**config.mk**
```make
export PLATFORM = sky130hd
export DESIGN_NAME = fetch_sequencer_flat
export DESIGN_NICKNAME = d
export VERILOG_FILES = /design/src/rtl/fetch_sequencer_pkg.sv /design/src/rtl/fetch_sequencer_if.sv /design/src/rtl/fetch_sequencer_timeout_counter.sv /design/src/rtl/fetch_sequencer.sv /design/src/flat_wrapper.sv
export SDC_FILE = /design/constraint.sdc
export NUM_CORES = 1
export LEC_CHECK = 0
export ABC_CLOCK_PERIOD_IN_PS = 4600
export CAP_MARGIN = 25
export CORE_ASPECT_RATIO = 1.75
export CORE_MARGIN = 2
export CORE_UTILIZATION = 40
export CTS_CLUSTER_DIAMETER = 60
export DETAILED_ROUTE_END_ITERATION = 10
export DONT_BUFFER_PORTS = 1
export PLACE_DENSITY = 0.62
export SYNTH_ARGS = -nofsm -noshare
export SYNTH_HDL_FRONTEND = slang
export SYNTH_SLANG_ARGS = --single-unit
```
**constraint.sdc**
```tcl
create_clock -name clock -period 4.6 [get_ports clock]
set_input_delay 0.92 -clock clock [delete_from_list [all_inputs] [get_ports clock]]
set_output_delay 0.92 -clock clock [all_outputs]
set_load 0.02 [all_outputs]
```
**src/rtl/fetch_sequencer_pkg.sv**
```systemverilog
// Shared types and constants for the instruction-fetch sequencer.
// Imported by the interface, the timeout counter and the top.
package fetch_sequencer_pkg;

  localparam int WORD_W                 = 32;
  localparam int DEFAULT_ADDR_W         = 9;
  localparam int DEFAULT_TIMEOUT_CYCLES = 16;
  localparam int TIMEOUT_CNT_W          = 8;

  typedef enum logic [2:0] {
    IDLE  = 3'd0,
    ADDR  = 3'd1,
    WAIT  = 3'd2,
    LATCH = 3'd3,
    HOLD  = 3'd4,
    DRAIN = 3'd5
  } fetch_state_e;

endpackage

```
**src/rtl/fetch_sequencer_if.sv**
```systemverilog
// Bundle of PC-side, memory-side and decode-side signals of the fetch sequencer.
// master = the sequencer itself, slave = its surroundings (PC, memory, decode).
interface fetch_sequencer_if
  import fetch_sequencer_pkg::*;
#(
  parameter int ADDR_W = DEFAULT_ADDR_W
) ();

  logic              fetch_req;
  logic              flush;
  logic [WORD_W-1:0] pc_value;
  logic              inc_pc;
  logic              pc_enable;
  logic [ADDR_W-1:0] mem_addr;
  logic              mem_read;
  logic              mem_ready;
  logic [WORD_W-1:0] mem_data;
  logic [WORD_W-1:0] ir_out;
  logic              ir_valid;
  logic              ir_ack;
  logic              busy;
  logic              fetch_fault;

  modport master (
    input  fetch_req, flush, pc_value, mem_ready, mem_data, ir_ack,
    output inc_pc, pc_enable, mem_addr, mem_read, ir_out, ir_valid, busy, fetch_fault
  );

  modport slave (
    output fetch_req, flush, pc_value, mem_ready, mem_data, ir_ack,
    input  inc_pc, pc_enable, mem_addr, mem_read, ir_out, ir_valid, busy, fetch_fault
  );

endinterface

```
**src/rtl/fetch_sequencer_timeout_counter.sv**
```systemverilog
// WAIT-state watchdog: counts consecutive WAIT cycles and flags the last allowed one.
// Only instantiated when FETCH_TIMEOUT_EN is defined.
module fetch_timeout_counter
  import fetch_sequencer_pkg::*;
#(
  parameter int TIMEOUT_CYCLES = DEFAULT_TIMEOUT_CYCLES
) (
  input  logic clock,
  input  logic clear,
  input  logic counting,
  output logic expired
);

  localparam logic [TIMEOUT_CNT_W-1:0] LAST_COUNT = TIMEOUT_CNT_W'(TIMEOUT_CYCLES - 1);

  logic [TIMEOUT_CNT_W-1:0] count;

  // Count holds the number of WAIT cycles already completed; it restarts at 0 on every WAIT entry.
  always_ff @(posedge clock or posedge clear) begin
    if (clear) begin
      count <= '0;
    end else if (!counting) begin
      count <= '0;
    end else if (!expired) begin
      count <= count + 1'b1;
    end
  end

  assign expired = counting && (count == LAST_COUNT);

endmodule

```
**src/rtl/fetch_sequencer.sv**
```systemverilog
// Instruction-fetch controller: samples the PC, reads instruction memory, loads the IR
// and hands it to decode. Optional WAIT watchdog enabled by defining FETCH_TIMEOUT_EN.
module fetch_sequencer
  import fetch_sequencer_pkg::*;
#(
  parameter int ADDR_W         = DEFAULT_ADDR_W,
  parameter int TIMEOUT_CYCLES = DEFAULT_TIMEOUT_CYCLES
) (
  input logic               clock,
  input logic               clear,
  fetch_sequencer_if.master bus
);

  fetch_state_e state;
  fetch_state_e next_state;
  logic         sample_pc;
  logic         load_ir;
  logic         timeout_hit;
  logic         fault_q;

  // NOTE: registers use non-blocking assignments so every flop sees pre-edge values.
  always_ff @(posedge clock or posedge clear) begin
    if (clear) begin
      state <= IDLE;
    end else begin
      state <= next_state;
    end
  end

  // NOTE: next_state gets a default before the case so no path infers a latch.
  always_comb begin
    next_state = state;
    unique case (state)
      IDLE: begin
        if (bus.fetch_req && !fault_q) next_state = ADDR;
      end
      ADDR: begin
        next_state = bus.flush ? IDLE : WAIT;
      end
      WAIT: begin
        // Flush wins over both a returning read and the watchdog.
        if (bus.flush)          next_state = bus.mem_ready ? IDLE : DRAIN;
        else if (bus.mem_ready) next_state = LATCH;
        else if (timeout_hit)   next_state = IDLE;
      end
      LATCH: begin
        next_state = bus.flush ? IDLE : HOLD;
      end
      HOLD: begin
        if (bus.flush)       next_state = IDLE;
        else if (bus.ir_ack) next_state = bus.fetch_req ? ADDR : IDLE;
      end
      DRAIN: begin
        if (bus.mem_ready) next_state = IDLE;
      end
      default: next_state = IDLE;
    endcase
  end

  always_comb begin
    bus.mem_read  = (state == ADDR) || (state == WAIT);
    bus.inc_pc    = (state == LATCH);
    bus.pc_enable = (state == LATCH);
    bus.ir_valid  = (state == HOLD);
    bus.busy      = (state != IDLE);
    // ADDR is only ever entered from IDLE or HOLD, which are exactly the PC sampling points.
    sample_pc     = (next_state == ADDR);
    load_ir       = (state == WAIT) && (next_state == LATCH);
  end

  always_ff @(posedge clock or posedge clear) begin
    if (clear) begin
      bus.mem_addr <= '0;
      bus.ir_out   <= '0;
    end else begin
      if (sample_pc) bus.mem_addr <= bus.pc_value[ADDR_W-1:0];
      if (load_ir)   bus.ir_out   <= bus.mem_data;
    end
  end

`ifdef FETCH_TIMEOUT_EN
  logic counting;

  assign counting = (state == WAIT);

  fetch_timeout_counter #(
    .TIMEOUT_CYCLES(TIMEOUT_CYCLES)
  ) u_timeout (
    .clock   (clock),
    .clear   (clear),
    .counting(counting),
    .expired (timeout_hit)
  );

  // Leaving WAIT for IDLE without a flush can only mean the watchdog fired.
  always_ff @(posedge clock or posedge clear) begin
    if (clear) begin
      fault_q <= 1'b0;
    end else if ((state == WAIT) && (next_state == IDLE) && !bus.flush) begin
      fault_q <= 1'b1;
    end
  end
`else
  assign timeout_hit = 1'b0;
  assign fault_q     = 1'b0;
`endif

  assign bus.fetch_fault = fault_q;

endmodule

```
**src/flat_wrapper.sv**
```systemverilog
// flat-port wrapper written by rule: the top's interface ports become plain ports
module fetch_sequencer_flat import fetch_sequencer_pkg::*;
#(
  parameter int ADDR_W         = DEFAULT_ADDR_W,
  parameter int TIMEOUT_CYCLES = DEFAULT_TIMEOUT_CYCLES
)
  (clock, clear, bus_fetch_req, bus_flush, bus_pc_value, bus_mem_ready, bus_mem_data, bus_ir_ack, bus_inc_pc, bus_pc_enable, bus_mem_addr, bus_mem_read, bus_ir_out, bus_ir_valid, bus_busy, bus_fetch_fault);
  fetch_sequencer_if #(.ADDR_W(ADDR_W)) bus_i ();
  input logic clock;
  input logic clear;
  input wire logic [$bits(bus_i.fetch_req)-1:0] bus_fetch_req;
  input wire logic [$bits(bus_i.flush)-1:0] bus_flush;
  input wire logic [$bits(bus_i.pc_value)-1:0] bus_pc_value;
  input wire logic [$bits(bus_i.mem_ready)-1:0] bus_mem_ready;
  input wire logic [$bits(bus_i.mem_data)-1:0] bus_mem_data;
  input wire logic [$bits(bus_i.ir_ack)-1:0] bus_ir_ack;
  output wire logic [$bits(bus_i.inc_pc)-1:0] bus_inc_pc;
  output wire logic [$bits(bus_i.pc_enable)-1:0] bus_pc_enable;
  output wire logic [$bits(bus_i.mem_addr)-1:0] bus_mem_addr;
  output wire logic [$bits(bus_i.mem_read)-1:0] bus_mem_read;
  output wire logic [$bits(bus_i.ir_out)-1:0] bus_ir_out;
  output wire logic [$bits(bus_i.ir_valid)-1:0] bus_ir_valid;
  output wire logic [$bits(bus_i.busy)-1:0] bus_busy;
  output wire logic [$bits(bus_i.fetch_fault)-1:0] bus_fetch_fault;
  assign bus_i.fetch_req = bus_fetch_req;
  assign bus_i.flush = bus_flush;
  assign bus_i.pc_value = bus_pc_value;
  assign bus_i.mem_ready = bus_mem_ready;
  assign bus_i.mem_data = bus_mem_data;
  assign bus_i.ir_ack = bus_ir_ack;
  assign bus_inc_pc = bus_i.inc_pc;
  assign bus_pc_enable = bus_i.pc_enable;
  assign bus_mem_addr = bus_i.mem_addr;
  assign bus_mem_read = bus_i.mem_read;
  assign bus_ir_out = bus_i.ir_out;
  assign bus_ir_valid = bus_i.ir_valid;
  assign bus_busy = bus_i.busy;
  assign bus_fetch_fault = bus_i.fetch_fault;
  fetch_sequencer #(.ADDR_W(ADDR_W), .TIMEOUT_CYCLES(TIMEOUT_CYCLES)) u_core (.clock(clock), .clear(clear), .bus(bus_i));
endmodule
```
==> results of run 1 <==
==> per-stage QoR <==
stage               power [uW]  setup WS, ns  util (%)
floorplan                 1130         2.442         -
global placement          1173         2.338     41.57
detailed placement        1198         2.299     41.57
CTS                       1488         2.237     44.12
global route              1550         2.129     44.12
finish                    1460         2.251     44.12
==> cell families after synthesis <==
logic type      Yosys count  synth area share (%)
other cells               1                0.2100
xor+xnor                  2                0.9813
flops                    44                 61.67
simple gates             14                 5.887
compound gates            4                 2.593
mux                      41                 25.86
buf+inv                  10                 2.803
==> flip-flops by register name, summed over array words and instances, names as in the netlist <==
| name | flops |
|---|---|
| u_core.bus.ir_out | 32 |
| u_core.bus.mem_addr | 9 |
| u_core.state | 3 |
==> cell type report <==
class,count,area (sq um)
fillers,393,2439
clock buffers,5,68.82
repair buffers,1,7.507
multi-input cells,62,634.4
inverters,2,7.507
well taps,51,63.81
flip-flops and latches,44,1101
clock inverters,3,42.54
==> worst max-delay path by stage <==
stage          depth (start not counted)                endpoint  slack, ns            start
2_1_floorplan                          3  u_core.bus.mem_addr[0]       2.44        bus_flush
3_3_place_gp                           3  u_core.bus.mem_addr[6]       2.34        bus_flush
3_5_place_dp                           3  u_core.bus.mem_addr[8]       2.30        bus_flush
4_1_cts                                1            bus_ir_valid       2.24  u_core.state[2]
5_1_grt                                1            bus_ir_valid       2.13  u_core.state[2]
6_report                               1            bus_ir_valid       2.25  u_core.state[2]
==> routing by layer <==
layer	global-route usage, %	vias to the layer above	part of all wire [%]
met5	0	-	0
met4	6.250	0	1.5
met3	5.968	5	10
met2	22.39	48	57
met1	11.51	459	32
li1	-	402	-
==> synth_stat cells <==
library cell / n / share of area (%)
dfrtp_1: 44 / 62
mux2_2: 41 / 26
buf_2: 4 / 1.1
nor3b_1: 3 / 1.3
a21oi_1: 2 / 0.56
buf_4: 2 / 0.84
clkbuf_1: 2 / 0.42
inv_1: 2 / 0.42
nor2_1: 2 / 0.42
nor3_1: 2 / 0.56
nor4bb_1: 2 / 1.1
a2111oi_4: 1 / 1.5
a211o_1: 1 / 0.49
and3b_1: 1 / 0.49
conb_1: 1 / 0.21
nand2b_4: 1 / 0.77
nand3b_1: 1 / 0.42
nor4b_1: 1 / 0.49
or3_1: 1 / 0.35
xnor2_1: 1 / 0.49
xor2_1: 1 / 0.49
==> power groups by stage <==
stage                     Sequential [uW]  Clock [uW]  Combinational, uW
after floorplan                       844           0                285
after global placement                902           0                270
after detailed placement              909           0                289
after CTS                             902         297                289
after global routing                  924         314                312
final                                 896         282                281
==> summary.txt, run 1 <==
Outcome: completed
DP HPWL: 2319 microns
First-pass GRT wire length: 4567 microns
Routed vias/inst: 5.440
Commonest non-fill, non-tap cells in the layout: dfrtp_1, mux2_2, clkbuf_8, nor3b_1
Most common cell after layout, fill and taps aside: dfrtp_1
Post-Syn Area: 1785 sq um
Num CTS Buffers: 5
Worst clock skew: 0.001119 ns
Die extent in y: 92.38 microns
Die area: 5035 sq um
NumNets Final: 186
DRC violations left: 0
Placed cells: 160
Synth Register Bits: 44
Slew Viols, Final: 0
Routed length per placed instance: 18.20 microns
Hold_ws: 0.6667 ns
Post-synthesis cell type count: 21
Final setup TNS: 0 ns
Max Clk Rate: 0.4257 GHz
Initial Util: 40.91%
Final Setup Violations: 0
Max IR drop VDD: 0.0003291 V
Power Internal: 888.3 uW
Drt pass-1 iters: 2
Reg-to-reg slack, setup: 2.89 ns
I/O pin count: 117
Tcrit/Tclk final: 51.07%
Die Wd: 54.51 microns
P per Cell Area: 758.0 nW/um^2
TritonCTS clock tree: built
Aggregate global-route resource usage: 12.79%
Final min period: 2.349 ns
Psw: 571.2 uW
CTS root buf: clkbuf_8
Critical path peak fanout: 12
Yosys warning count: 0
Bufs and invs on worst path: 0
Cell area after layout: 1926 sq um
Reg2reg start: u_core.state[2]
CP Capture Type: output pin
Hold buffer count at CTS: 0
Clock transition at the registers of the reported paths: 0.08 ns
Slowest cell on crit path: nor3b_1
HP Start: u_core.bus.ir_out[22]
Power share of the combinational group: 19.3%
Reg power frac: 61.4%
CP max stage delay: 0.60 ns
R2R cell count: 2
Critical-path cell list: nor3b_1
Net Sw Frac: 39.14%
Final Hold Viols: 0
RSZ-0062 raised after global routing: false
Setup CP Type: reg2out
Worst setup SP type: flop
Worst relative slew slack: 41.86%
Number of global-route vias before repair: 1016
Crit-path leading delay family: simple AND/OR/NAND/NOR gates
Syn Inst Count: 116
Total Routed Length: 3057 microns
R2R Path End: u_core.bus.mem_addr[8]
Routed Antenna Nets: 0
Post CTS Setup Buffer Count: 0
Post-synthesis sequential area ratio: 61.67%
Hold Path Sink: u_core.bus.ir_out[22]
Slew @ Worst Pin: 0.8708 ns
WHS Path Cells: 1
Layout cell share with drive strength beyond 1: 45.30%
Clock buffer depth: 2
Syn nets: 186
Mean Syn Cell Area: 15.39 sq um
Ant diodes: 0
Resized cells post-CTS: 0
Max cap viols: 0
Largest net degree at the start of global routing: 45
Non-filler instance count after layout: 168
# rows: 32
Vias post-DR: 914
DR iter-0 viols: 3
H-tree depth: 2
Gr ovfl total: 0
CORE AREA: 4364 sq um
Arrival time worst endpoint: 1.43 ns
Data required time of the critical path: 3.68 ns
Placement Cell Area: 1814 sq um
HP Class: reg2reg
Initial antenna violation count: 0
Clk_lat worst skew: 0.28 ns
Clk sinks: 44
Clk pwr share: 19.3%
Placer Congestion: 0.6499
Port Buffers: 0
Synth-to-layout area growth: 7.849%
Leak Pwr: 0.0008737 uW
No activity file was read; power rests on OpenSTA's default activity.
==> run 2, diff against run 1 <==
ABC_CLOCK_PERIOD_IN_PS = 1900   (was 4600)
PLACE_DENSITY = 0.64   (was 0.62)
clock period = 1.9 ns   (was 4.6 ns; I/O delays follow)
==> summary.txt, run 2 (synthesized netlist as in run 1, its figures left out) <==
Outcome: completed (unchanged)
Drt pass-1 iters: 3 (was 2)
Data required time of the critical path: 1.52 ns (was 3.68 ns)
Bufs and invs on worst path: 0 (unchanged)
Routed vias/inst: 5.430 (was 5.440)
TritonCTS clock tree: built (unchanged)
Vias post-DR: 934 (was 914)
CTS root buf: clkbuf_8 (unchanged)
Initial antenna violation count: 0 (unchanged)
Post CTS Setup Buffer Count: 0 (unchanged)
RSZ-0062 raised after global routing: false (unchanged)
Routed Antenna Nets: 0 (unchanged)
CP Capture Type: output pin (unchanged)
Num CTS Buffers: 5 (unchanged)
DRC violations left: 0 (unchanged)
I/O pin count: 117 (unchanged)
Clk_lat worst skew: 0.28 ns (about the same)
Slew @ Worst Pin: 0.5401 ns (was 0.8708 ns)
Max cap viols: 0 (unchanged)
Die extent in y: 92.38 microns (unchanged)
Reg2reg start: u_core.state[1] (was u_core.state[2])
Largest register by flop count: u_core.bus.ir_out (unchanged)
Filler cells: 409 (was 393)
Slew Viols, Final: 0 (unchanged)
Crit-path leading delay family: flip-flops (was simple AND/OR/NAND/NOR gates)
Worst relative slew slack: 64.00% (was 41.86%)
Port Buffers: 0 (unchanged)
Gr ovfl total: 0 (unchanged)
Largest net degree at the start of global routing: 45 (unchanged)
Arrival time worst endpoint: 1.32 ns (was 1.43 ns)
Layout cell share with drive strength beyond 1: 46.28% (was 45.30%)
CP max stage delay: 0.56 ns (was 0.60 ns)
Most common cell after layout, fill and taps aside: dfrtp_1 (unchanged)
Initial Util: 40.91% (unchanged)
Clock transition at the registers of the reported paths: 0.08 ns (about the same)
Hold_ws: 0.1097 ns (was 0.6667 ns)
Pre-CTS setup slack: 0.1980 ns (was 2.299 ns)
Final setup TNS: 0 ns (unchanged)
Aggregate global-route resource usage: 13.35% (was 12.79%)
Final Setup Violations: 0 (unchanged)
P per Cell Area: 1845 nW/um^2 (was 758.0 nW/um^2)
Largest registers: u_core.bus.ir_out: 32 flops, u_core.bus.mem_addr: 9 flops, u_core.state: 3 flops (unchanged)
Total Routed Length: 3148 microns (was 3057 microns)
Synth-to-layout area growth: 10.37% (was 7.849%)
DP HPWL: 2364 microns (was 2319 microns)
Leak Pwr: 0.0009007 uW (was 0.0008737 uW)
Clk sinks: 44 (unchanged)
Clock buffer depth: 2 (unchanged)
Final Hold Viols: 0 (unchanged)
R2R Path End: u_core.bus.ir_out[20] (was u_core.bus.mem_addr[8])
NumNets Final: 190 (was 186)
Number of global-route vias before repair: 1065 (was 1016)
Commonest non-fill, non-tap cells in the layout: dfrtp_1, mux2_2, clkbuf_8, buf_4, nor3b_1 (was dfrtp_1, mux2_2, clkbuf_8, nor3b_1)
Tcrit/Tclk final: 89.52%
Critical path peak fanout: 11 (was 12)
Critical-path cell list: and3b_1 (was nor3b_1)
Stages on the worst setup path: 1 (unchanged)
CORE AREA: 4364 sq um (unchanged)
Max Clk Rate: 0.5879 GHz
First-pass GRT wire length: 4816 microns (was 4567 microns)
H-tree depth: 2 (unchanged)
Die Wd: 54.51 microns (unchanged)
Setup CP Type: reg2out (unchanged)
Ant diodes: 0 (unchanged)
Post-route setup slack: 0.1991 ns (was 2.251 ns)
# rows: 32 (unchanged)
Reg-to-reg slack, setup: 0.22 ns (was 2.89 ns)
Routed length per placed instance: 18.30 microns (was 18.20 microns)
Slowest cell on crit path: dfrtp_1 (was nor3b_1)
Max IR drop VDD: 0.001105 V (was 0.0003291 V)
HP Class: in2async (was reg2reg)
Max reg flops: 32 (unchanged)
Worst setup SP type: flop (unchanged)
Die area: 5035 sq um (unchanged)
DR iter-0 viols: 16 (was 3)
Final min period: 1.701 ns
R2R cell count: 4 (was 2)
Hold buffer count at CTS: 0 (unchanged)
Resized cells post-CTS: 0 (unchanged)
Worst clock skew: 0.002630 ns (was 0.001119 ns)
Placer Congestion: 0.6544 (was 0.6499)
-- run 2: cell types whose count changed in the layout (fill, tap and decap cells not counted) --
cell and delta:
buf_4 +4, clkbuf_8 +2, clkinv_1 +1, clkinv_2 -1, clkinvlp_4 -1, inv_2 -1
-- run 2: layout make-up --
type,count,area (sq um),share of cell area (%)
well taps,51,63.81,3.238
inverters,2,7.507,0.3810
repair buffers,5,37.54,1.905
multi-input cells,62,634.4,32.19
flip-flops and latches,44,1101,55.87
clock buffers,7,96.34,4.889
clock inverters,1,30.03,1.524
-- run 2: how the worst max path moves through the flow --
stage                          from                endpoint
finish              u_core.state[1]           bus_pc_enable
global route        u_core.state[1]            bus_mem_read
CTS                 u_core.state[1]           bus_pc_enable
detailed placement  u_core.state[1]    u_core.bus.ir_out[8]
global placement    u_core.state[1]    u_core.bus.ir_out[0]
floorplan                 bus_flush  u_core.bus.mem_addr[0]
-- run 2: through the flow --
stage               cells  total power (uW)  cell area [sq um]  utilization (%)
floorplan             116              2735               1785                -
global placement      164              2874               1844            42.26
detailed placement    164              2927               1844            42.26
CTS                   172              3693               1971            45.15
global route          172              3829               1971            45.15
finish                172              3636               1971            45.15
-- run 2: power by group --
part | internal (uW) | switching, uW | leakage, uW
Sequential | 1350 | 830 | 0.000551
Combinational | 436 | 270 | 0.000286
Clock | 463 | 287 | 0.0000645
-- run 2: worst register-to-register path, stage by stage, from the launching register on --
cell	delay, ns
dfrtp_1	0.56
nor3b_1	0.32
nand3b_1	0.15
buf_4	0.24
mux2_2	0.30
-- run 2: routing by layer --
layer	track usage, %	part of all wire (%)
met1	11.44	33
met2	24.80	57
met5	0	0
met3	5.000	8.9
met4	6.250	1.5
